===== src/rtl/logic_pkg.sv =====
// Shared types for the logic-unit result path: op encoding and result record.
package logic_pkg;

  localparam int LOGIC_W = 8;

  typedef enum logic [1:0] {
    OP_AND = 2'b00,
    OP_OR  = 2'b01,
    OP_XOR = 2'b10,
    OP_NOT = 2'b11
  } logic_op_t;

  typedef struct packed {
    logic [LOGIC_W-1:0] d;
    logic_op_t          op;
    logic               zero;
    logic               parity;
  } logic_res_t;

endpackage


===== src/rtl/lrf_flag_gen.sv =====
// Zero and parity flag generation for one logic-unit result word.
module lrf_flag_gen #(
  parameter int WIDTH = 8
) (
  input  logic [WIDTH-1:0] d_i,
  output logic             zero_o,
  output logic             parity_o
);

  assign zero_o   = ~|d_i;
  assign parity_o = ^d_i;

endmodule


===== src/rtl/logic_result_fifo.sv =====
// Result FIFO behind the 8-bit logic unit. Stores each result with its op
// select and precomputed zero/parity flags, and hands entries to the consumer
// over valid/ready.
// Build option LRF_BYPASS_EN: when the FIFO is empty an incoming result is
// presented combinationally and, if accepted the same cycle, never stored.
module logic_result_fifo
  import logic_pkg::*;
#(
  parameter int WIDTH = LOGIC_W,
  parameter int DEPTH = 4
) (
  input  logic                   clk,
  input  logic                   rst,
  input  logic                   in_valid,
  output logic                   in_ready,
  input  logic [WIDTH-1:0]       in_d,
  input  logic [1:0]             in_op,
  output logic                   out_valid,
  input  logic                   out_ready,
  output logic [WIDTH-1:0]       out_d,
  output logic [1:0]             out_op,
  output logic                   out_zero,
  output logic                   out_parity,
  output logic [$clog2(DEPTH):0] count
);

  localparam int PW = $clog2(DEPTH);
  localparam int CW = PW + 1;
  localparam logic [CW-1:0] FULL_CNT = CW'(DEPTH);

  logic [WIDTH-1:0] mem_d_q   [DEPTH];
  logic_op_t        mem_op_q  [DEPTH];
  logic             mem_zero_q[DEPTH];
  logic             mem_par_q [DEPTH];

  logic [PW-1:0] wr_ptr_q, wr_ptr_d;
  logic [PW-1:0] rd_ptr_q, rd_ptr_d;
  logic [CW-1:0] count_q, count_d;

  logic in_zero, in_par;
  logic fifo_valid;
  logic byp_take;
  logic push, pop;

  lrf_flag_gen #(.WIDTH(WIDTH)) u_flag_in (
    .d_i      (in_d),
    .zero_o   (in_zero),
    .parity_o (in_par)
  );

  // Full blocks input regardless of a same-cycle pop, so out_ready never
  // reaches in_ready.
  assign in_ready   = (count_q < FULL_CNT);
  assign fifo_valid = (count_q != '0);
  assign count      = count_q;

`ifdef LRF_BYPASS_EN
  logic byp_act;
  logic byp_zero, byp_par;

  lrf_flag_gen #(.WIDTH(WIDTH)) u_flag_byp (
    .d_i      (in_d),
    .zero_o   (byp_zero),
    .parity_o (byp_par)
  );

  assign byp_act  = (count_q == '0) & in_valid;
  assign byp_take = byp_act & out_ready;

  // Empty FIFO shows the live input; otherwise the stored head.
  always_comb begin
    out_valid  = fifo_valid | byp_act;
    out_d      = mem_d_q[rd_ptr_q];
    out_op     = mem_op_q[rd_ptr_q];
    out_zero   = mem_zero_q[rd_ptr_q];
    out_parity = mem_par_q[rd_ptr_q];
    if (byp_act) begin
      out_d      = in_d;
      out_op     = in_op;
      out_zero   = byp_zero;
      out_parity = byp_par;
    end
  end
`else
  assign byp_take   = 1'b0;
  assign out_valid  = fifo_valid;
  assign out_d      = mem_d_q[rd_ptr_q];
  assign out_op     = mem_op_q[rd_ptr_q];
  assign out_zero   = mem_zero_q[rd_ptr_q];
  assign out_parity = mem_par_q[rd_ptr_q];
`endif

  // A bypassed-and-consumed result is neither stored nor popped.
  assign push = in_valid & in_ready & ~byp_take;
  assign pop  = fifo_valid & out_ready;

  // Next-state for pointers and occupancy; pointers wrap naturally mod DEPTH.
  always_comb begin
    wr_ptr_d = wr_ptr_q;
    rd_ptr_d = rd_ptr_q;
    count_d  = count_q;
    if (push) wr_ptr_d = wr_ptr_q + PW'(1);
    if (pop)  rd_ptr_d = rd_ptr_q + PW'(1);
    case ({push, pop})
      2'b10:   count_d = count_q + CW'(1);
      2'b01:   count_d = count_q - CW'(1);
      default: count_d = count_q;
    endcase
  end

  // Pointer and count registers.
  always_ff @(posedge clk or posedge rst) begin
    if (rst) begin
      wr_ptr_q <= '0;
      rd_ptr_q <= '0;
      count_q  <= '0;
    end else begin
      wr_ptr_q <= wr_ptr_d;
      rd_ptr_q <= rd_ptr_d;
      count_q  <= count_d;
    end
  end

  // Entry storage; cleared on reset so the idle head reads as a zero result.
  always_ff @(posedge clk or posedge rst) begin
    if (rst) begin
      for (int i = 0; i < DEPTH; i++) begin
        mem_d_q[i]    <= '0;
        mem_op_q[i]   <= OP_AND;
        mem_zero_q[i] <= 1'b1;
        mem_par_q[i]  <= 1'b0;
      end
    end else if (push) begin
      mem_d_q[wr_ptr_q]    <= in_d;
      mem_op_q[wr_ptr_q]   <= logic_op_t'(in_op);
      mem_zero_q[wr_ptr_q] <= in_zero;
      mem_par_q[wr_ptr_q]  <= in_par;
    end
  end

endmodule


===== config.mk =====
export PLATFORM = sky130hd
export DESIGN_NAME = logic_result_fifo
export DESIGN_NICKNAME = d
export VERILOG_FILES = /design/src/rtl/logic_pkg.sv /design/src/rtl/lrf_flag_gen.sv /design/src/rtl/logic_result_fifo.sv
export SDC_FILE = /design/constraint.sdc
export NUM_CORES = 1
export LEC_CHECK = 0
export CAP_MARGIN = 10
export CORE_ASPECT_RATIO = 0.75
export CORE_MARGIN = 4
export CORE_UTILIZATION = 35
export DETAILED_ROUTE_END_ITERATION = 16
export MAX_ROUTING_LAYER = met4
export SLEW_MARGIN = 20
export SYNTH_ARGS = -nofsm -noshare
export SYNTH_HDL_FRONTEND = slang
export SYNTH_SLANG_ARGS = --single-unit

===== constraint.sdc =====
create_clock -name clk -period 2.1 [get_ports clk]
set_input_delay 0.315 -clock clk [delete_from_list [all_inputs] [get_ports clk]]
set_output_delay 0.315 -clock clk [all_outputs]
set_load 0.05 [all_outputs]

; After elaboration in Yosys (flattened, before gate mapping)
; Cells that the tools add are included.
[word_totals]
regBits = 55
input_bits = 14
out_inout_bits = 17
elab_cells = 62
[op_classes]
add_sub_neg = 4
n_lt_le_gt_ge = 4
eq_ne = 2
muxes = 23
n_bitwise = 4
reduce_logical = 6
[ops]
columns = operator, n
row1 = 32-bit bitwise mux, 1
row2 = 8-bit 2-to-1 mux, 3
row3 = 8-bit binary-select mux with 2-bit select, 1
row4 = 8-bit demux with 2-bit select, 1
row5 = 4-bit bitwise mux, 2
row6 = 8-bit bitwise mux, 1
row7 = 8-bit OR reduction, 1
row8 = 8-bit XOR reduction, 1
row9 = "3-bit greater-or-equal comparator, second input constant", 2
row10 = 2-bit 2-to-1 mux, 3
row11 = 2-bit inverter with 3-bit output, 2
row12 = 3-bit one-hot mux with 2 select lines, 1
row13 = 1-bit 2-to-1 mux, 5
row14 = "2-bit by 1-bit adder with 2-bit output, second input constant", 2
row15 = 1-bit binary-select mux with 2-bit select, 2
row16 = 2-bit binary-select mux with 2-bit select, 1
row17 = 2-bit demux with 2-bit select, 1
row18 = "3-bit by 1-bit adder with 3-bit output, second input constant", 1
row19 = "3-bit by 1-bit less-than comparator with 1-bit output, second input constant", 1
row20 = "3-bit less-than comparator, second input constant", 1
row21 = 3-bit nonzero test, 1
row22 = "3-bit by 1-bit subtractor with 3-bit output, second input constant", 1
row23 = 1-bit AND, 2
row24 = 1-bit demux with 2-bit select, 1
row25 = 5 further kinds, 5

; Logic depth before layout (Yosys ltp)
[logic_depth]
word_depth = 6
ltp_mapped = 8
mapped_depth_nobuf = 8

; Hierarchy
; From an unflattened synthesis, not the netlist that was laid out.
[unflattened]
hier_cells = 171
hier_area_um2 = 2790.2
[modules_own_cells]
columns = module, n_inst, cells_per_inst, area_per_inst_um2, seq_area_each_um2
row1 = logic_result_fifo, 1, 155, 2675.1, 1381.3
row2 = lrf_flag_gen, 1, 16, 115.1, 0.0

; Worst setup path before layout
; Ideal clock, no wire load.
[synth_path]
path_kind = register to register
startpoint = register count_q[2], in the netlist count[2]
endpoint = register count_q[2], in the netlist count[2]
setup_time_ns = 0.141
arrival_ns = 2.205
t_required_ns = 1.959
slack_ns = -0.247
path_stages_with_launch = 9
n_path_buf = 0
period_less_slack_ns = 2.347
cell_sequence = dfrtp_1 > inv_1 > nand2_1 > ha_1 > inv_1 > fa_1 > xor2_1 > nor2_1 > xnor2_1
[synth_via]
elab_chain_len = 4
word_cells_on_any_way = 10
cone_classes = 2 x add/sub / 1 x order compare / 2 x eq/ne / 1 x mux / 2 x bitwise / 2 x reduce/logical
[synth_rtl]
columns = element, line
row1 = "start, declared", logic_result_fifo.sv:38  ; logic [CW-1:0] count_q, count_d;
row2 = "start signal, assigned", logic_result_fifo.sv:120  ; count_q <= count_d;
row3 = 3-bit less-than comparator *, logic_result_fifo.sv:53  ; assign in_ready = (count_q < FULL_CNT);
row4 = net in_ready, logic_result_fifo.sv:15  ; output logic in_ready,
row5 = 1-bit AND *, logic_result_fifo.sv:94  ; assign push = in_valid & in_ready & ~byp_take;
row6 = 2-bit by 1-bit == test with 1-bit output or 2-bit == test (tied branches), logic_result_fifo.sv:104  ; case ({push, pop})
row7 = 3-bit one-hot mux with 2 select lines or 2-bit nonzero test (tied branches), n/a
; The timed path passes the listed nets; every way through them passes the cells marked *.
; A chain may end at the register's enable or synchronous reset.

; Final worst setup path
[layout_path]
startpoint = register rd_ptr_q[0]
endpoint = output out_d[7]
[layout_via]
elab_chain_len = 4
[layout_rtl]
columns = element, line
row1 = "start, declared", logic_result_fifo.sv:37  ; logic [PW-1:0] rd_ptr_q, rd_ptr_d;
row2 = "start signal, assigned", logic_result_fifo.sv:119  ; rd_ptr_q <= rd_ptr_d;
row3 = 2-bit inverter with 3-bit output (not written as such), logic_result_fifo.sv:87  ; assign out_d = mem_d_q[rd_ptr_q];
row4 = 8-bit binary-select mux with 2-bit select, logic_result_fifo.sv:87
row5 = 8-bit 2-to-1 mux (not written as such) (2 in series), logic_result_fifo.sv:87
row6 = "end, declared", logic_result_fifo.sv:20  ; output logic [WIDTH-1:0] out_d,
; Every way passes these cells. The select of a mux whose other input is x is not followed.

==> results.json <==
{
  "arrival_ps": 1710,
  "setup_tns_ps": 0,
  "cts.htree.levels": 2,
  "peakVddDrop_v": 0.0008853,
  "drt_iter0_drc": 77,
  "wl_um": 4929,
  "combPwrFrac": 0.524,
  "cts_tree": "yes",
  "setup_viol": 0,
  "synth-simple-area-share": 0.08168,
  "hold_violations": 0,
  "yosysUniqueCellTypes": 21,
  "fillers": 672,
  "dpl_cell_area_um2": 2977,
  "start_kind": "register",
  "postCtsSetupBuffers": 0,
  "layout.nets": 275,
  "core_region_area_um2": 6929,
  "fmax_ghz": 0.4940,
  "path_clk_slew_ps": 100,
  "synthXorXnorAreaFrac": 0.03119,
  "design_area_um2": 3083,
  "power_density_nw_per_um2": 1653,
  "p_sw_uw": 2199,
  "synth_edf_count": 0,
  "rsz0062_at_grt": "false",
  "place_congestion": 0.7517,
  "overflow": 0,
  "ys_ff_latch": 55,
  "synthesis.area_um2": 2527,
  "num_rows": 26,
  "p_total_uw": 5097,
  "dp_slack_ps": 84.17,
  "diodes": 0,
  "end_kind": "output port",
  "synthCells": 213,
  "synth.top_cell.area_share": 0.5050,
  "synth-seq-area-share": 0.5465,
  "synthMuxAreaShare": 0.1530,
  "multi_input_area_um2": 1041,
  "crit_type": "reg2out",
  "hp-class": "in2async",
  "avgViaCountPerCell": 4.620,
  "chipHeight_um": 81.59,
  "hpwl_um": 3560,
  "drv_cap": 0,
  "portBuffers": 30,
  "synthTopCellsByArea": "dfrtp_1 50%, o21ai_0 8.1%, mux4_2 7.1%",
  "ys.flop_type": "dfrtp_1",
  "clk_root_buffer_cell": "clkbuf_8",
  "p_sw_frac": 0.4314,
  "antenna_found_initial": 0,
  "synth_compound_gate_area_share": 0.08465,
  "worstPathRequired_ps": 1780,
  "clkPwrFrac": 0.125,
  "cts_inserted_buffers": 5,
  "die_area_um2": 8659,
  "max_slew_margin": 0.6617,
  "synth_adder_area_share": 0.05248,
  "maxSlewViolCount": 0,
  "p_int_uw": 2898,
  "clock-sinks": 55,
  "grt_pass1_wl_um": 8590,
  "grt_max_degree": 56,
  "ant_nets": 0,
  "seqPwrFrac": 0.351,
  "status": "finished, final reports clean",
  "synthTopCellsByCount": "51 x dfrtp_1, 43 x nand2_1, 41 x o21ai_0",
  "min_period_ps": 2024,
  "fin_ws_ps": 75.67,
  "hold_ws_ps": 364.0,
  "fin_crit_sh": 0.9640,
  "synth_largest_area_cell": "dfrtp_1",
  "cp_max_fo": 14,
  "worst_slew_pin_slew_ps": 506.6,
  "first_global_vias": 1668,
  "wl_per_cell_um": 14.08,
  "clk_path_buf_depth": 2,
  "synth_nets": 237,
  "dieWidth_um": 106.1,
  "initial_core_util": 0.3648,
  "clock_latency_ps": 300,
  "io_pins": 31,
  "synth_top_family_by_area": "multiplexers",
  "avgSynthCellArea_um2": 11.87,
  "drc": 0,
  "drive_above_1_share": 0.2341,
  "synth.most_common_cell": "dfrtp_1",
  "grt_use_total": 0.1311,
  "power.leakage_uw": 0.001410,
  "register_area_um2": 1383,
  "yosysWarnings": 0,
  "drtPass1Iterations": 4,
  "async_reset_ff_frac": 1.000,
  "syn2layout_area_growth_pct": 21.98,
  "num_vias": 1617,
  "skew_ps": 4.568
}
[final timing paths]
check / start / endpoint / slack, ps / cells after the start
min reg2reg: mem_par_q[0]$_DFFE_PP0P_ / mem_par_q[0]$_DFFE_PP0P_ / 480 / 2
max reg2reg: count[2]$_DFFE_PP0P_ / count[2]$_DFFE_PP0P_ / 400 / 8
min: rst / mem_op_q[4]$_DFFE_PP0P_ / 360 / 3
min in group clk: mem_par_q[0]$_DFFE_PP0P_ / mem_par_q[0]$_DFFE_PP0P_ / 480 / 2
max: rd_ptr_q[0]$_DFFE_PP0P_ / out_d[7] / 80 / 3
max in group asynchronous: rst / mem_zero_q[0]$_DFFE_PP1P_ / 1440 / 3
[state kept, by name (all words and copies together) (netlist names)]
register,count
mem_op_q,8
mem_zero_q,4
wr_ptr_q,2
mem_par_q,4
mem_d_q,32
count,3
rd_ptr_q,2
[what timing repair did]
action,4_1_cts,5_1_grt
setup endpoints to repair,1,1
hold buffers,0,0
gates resized for setup,1,1
[layer usage]
metal,track usage,wire (µm),vias up
met1,0.1861,2548,792
met2,0.1890,2165,19
met4,0.03881,53,0
met3,0.02907,162,5
li1,-,-,801
met5,-,0,-
[critical path: stages (launching register included)]
cell and delay (ps):
dfrtp_1 350, buf_6 210, mux4_1 620, buf_4 220
[kinds of logic after synthesis]
logic type / after synthesis
xor+xnor: 9
flops: 55
simple gates: 50
mux: 21
compound gates: 42
buf+inv: 26
fa+ha+maj: 10
[layout make-up]
| class | instances | share of cell area |
|---|---|---|
| clock buffer | 8 | 0.03247 |
| inverter | 15 | 0.01948 |
| multi-input combinational | 132 | 0.3377 |
| sequential | 55 | 0.4485 |
| tap | 98 | 0.03977 |
| timing repair buffer | 42 | 0.1222 |
[power groups by stage]
stage	Sequential (µW)	Clock, µW	Combinational [µW]
6_report	1790	635	2670
5_1_grt	1860	706	2920
4_1_cts	1800	656	2720
3_5_place_dp	1810	0	2710
3_3_place_gp	1800	0	2670
2_1_floorplan	1830	0	1970
[through the flow]
step	cells	utilization
after detailed placement	342	0.4296
final	350	0.4449
after global placement	342	0.4296
after global routing	350	0.4449
after floorplan	213	-
after CTS	350	0.4446
[placed cells by master, fill, tap and decap left out, types with 2 or more instances in the layout]
cell / n
nand2_1: 42
ha_1: 8
xor2_1: 2
xnor2_1: 7
mux4_2: 8
inv_1: 13
clkbuf_8: 7
o21ai_0: 41
buf_4: 23
mux2_2: 9
clkdlybuf4s50_1: 16
dfrtp_1: 50
nand3b_1: 4
dfstp_2: 4
mux4_1: 4
Note: power is estimated with default switching activity, not from simulation.
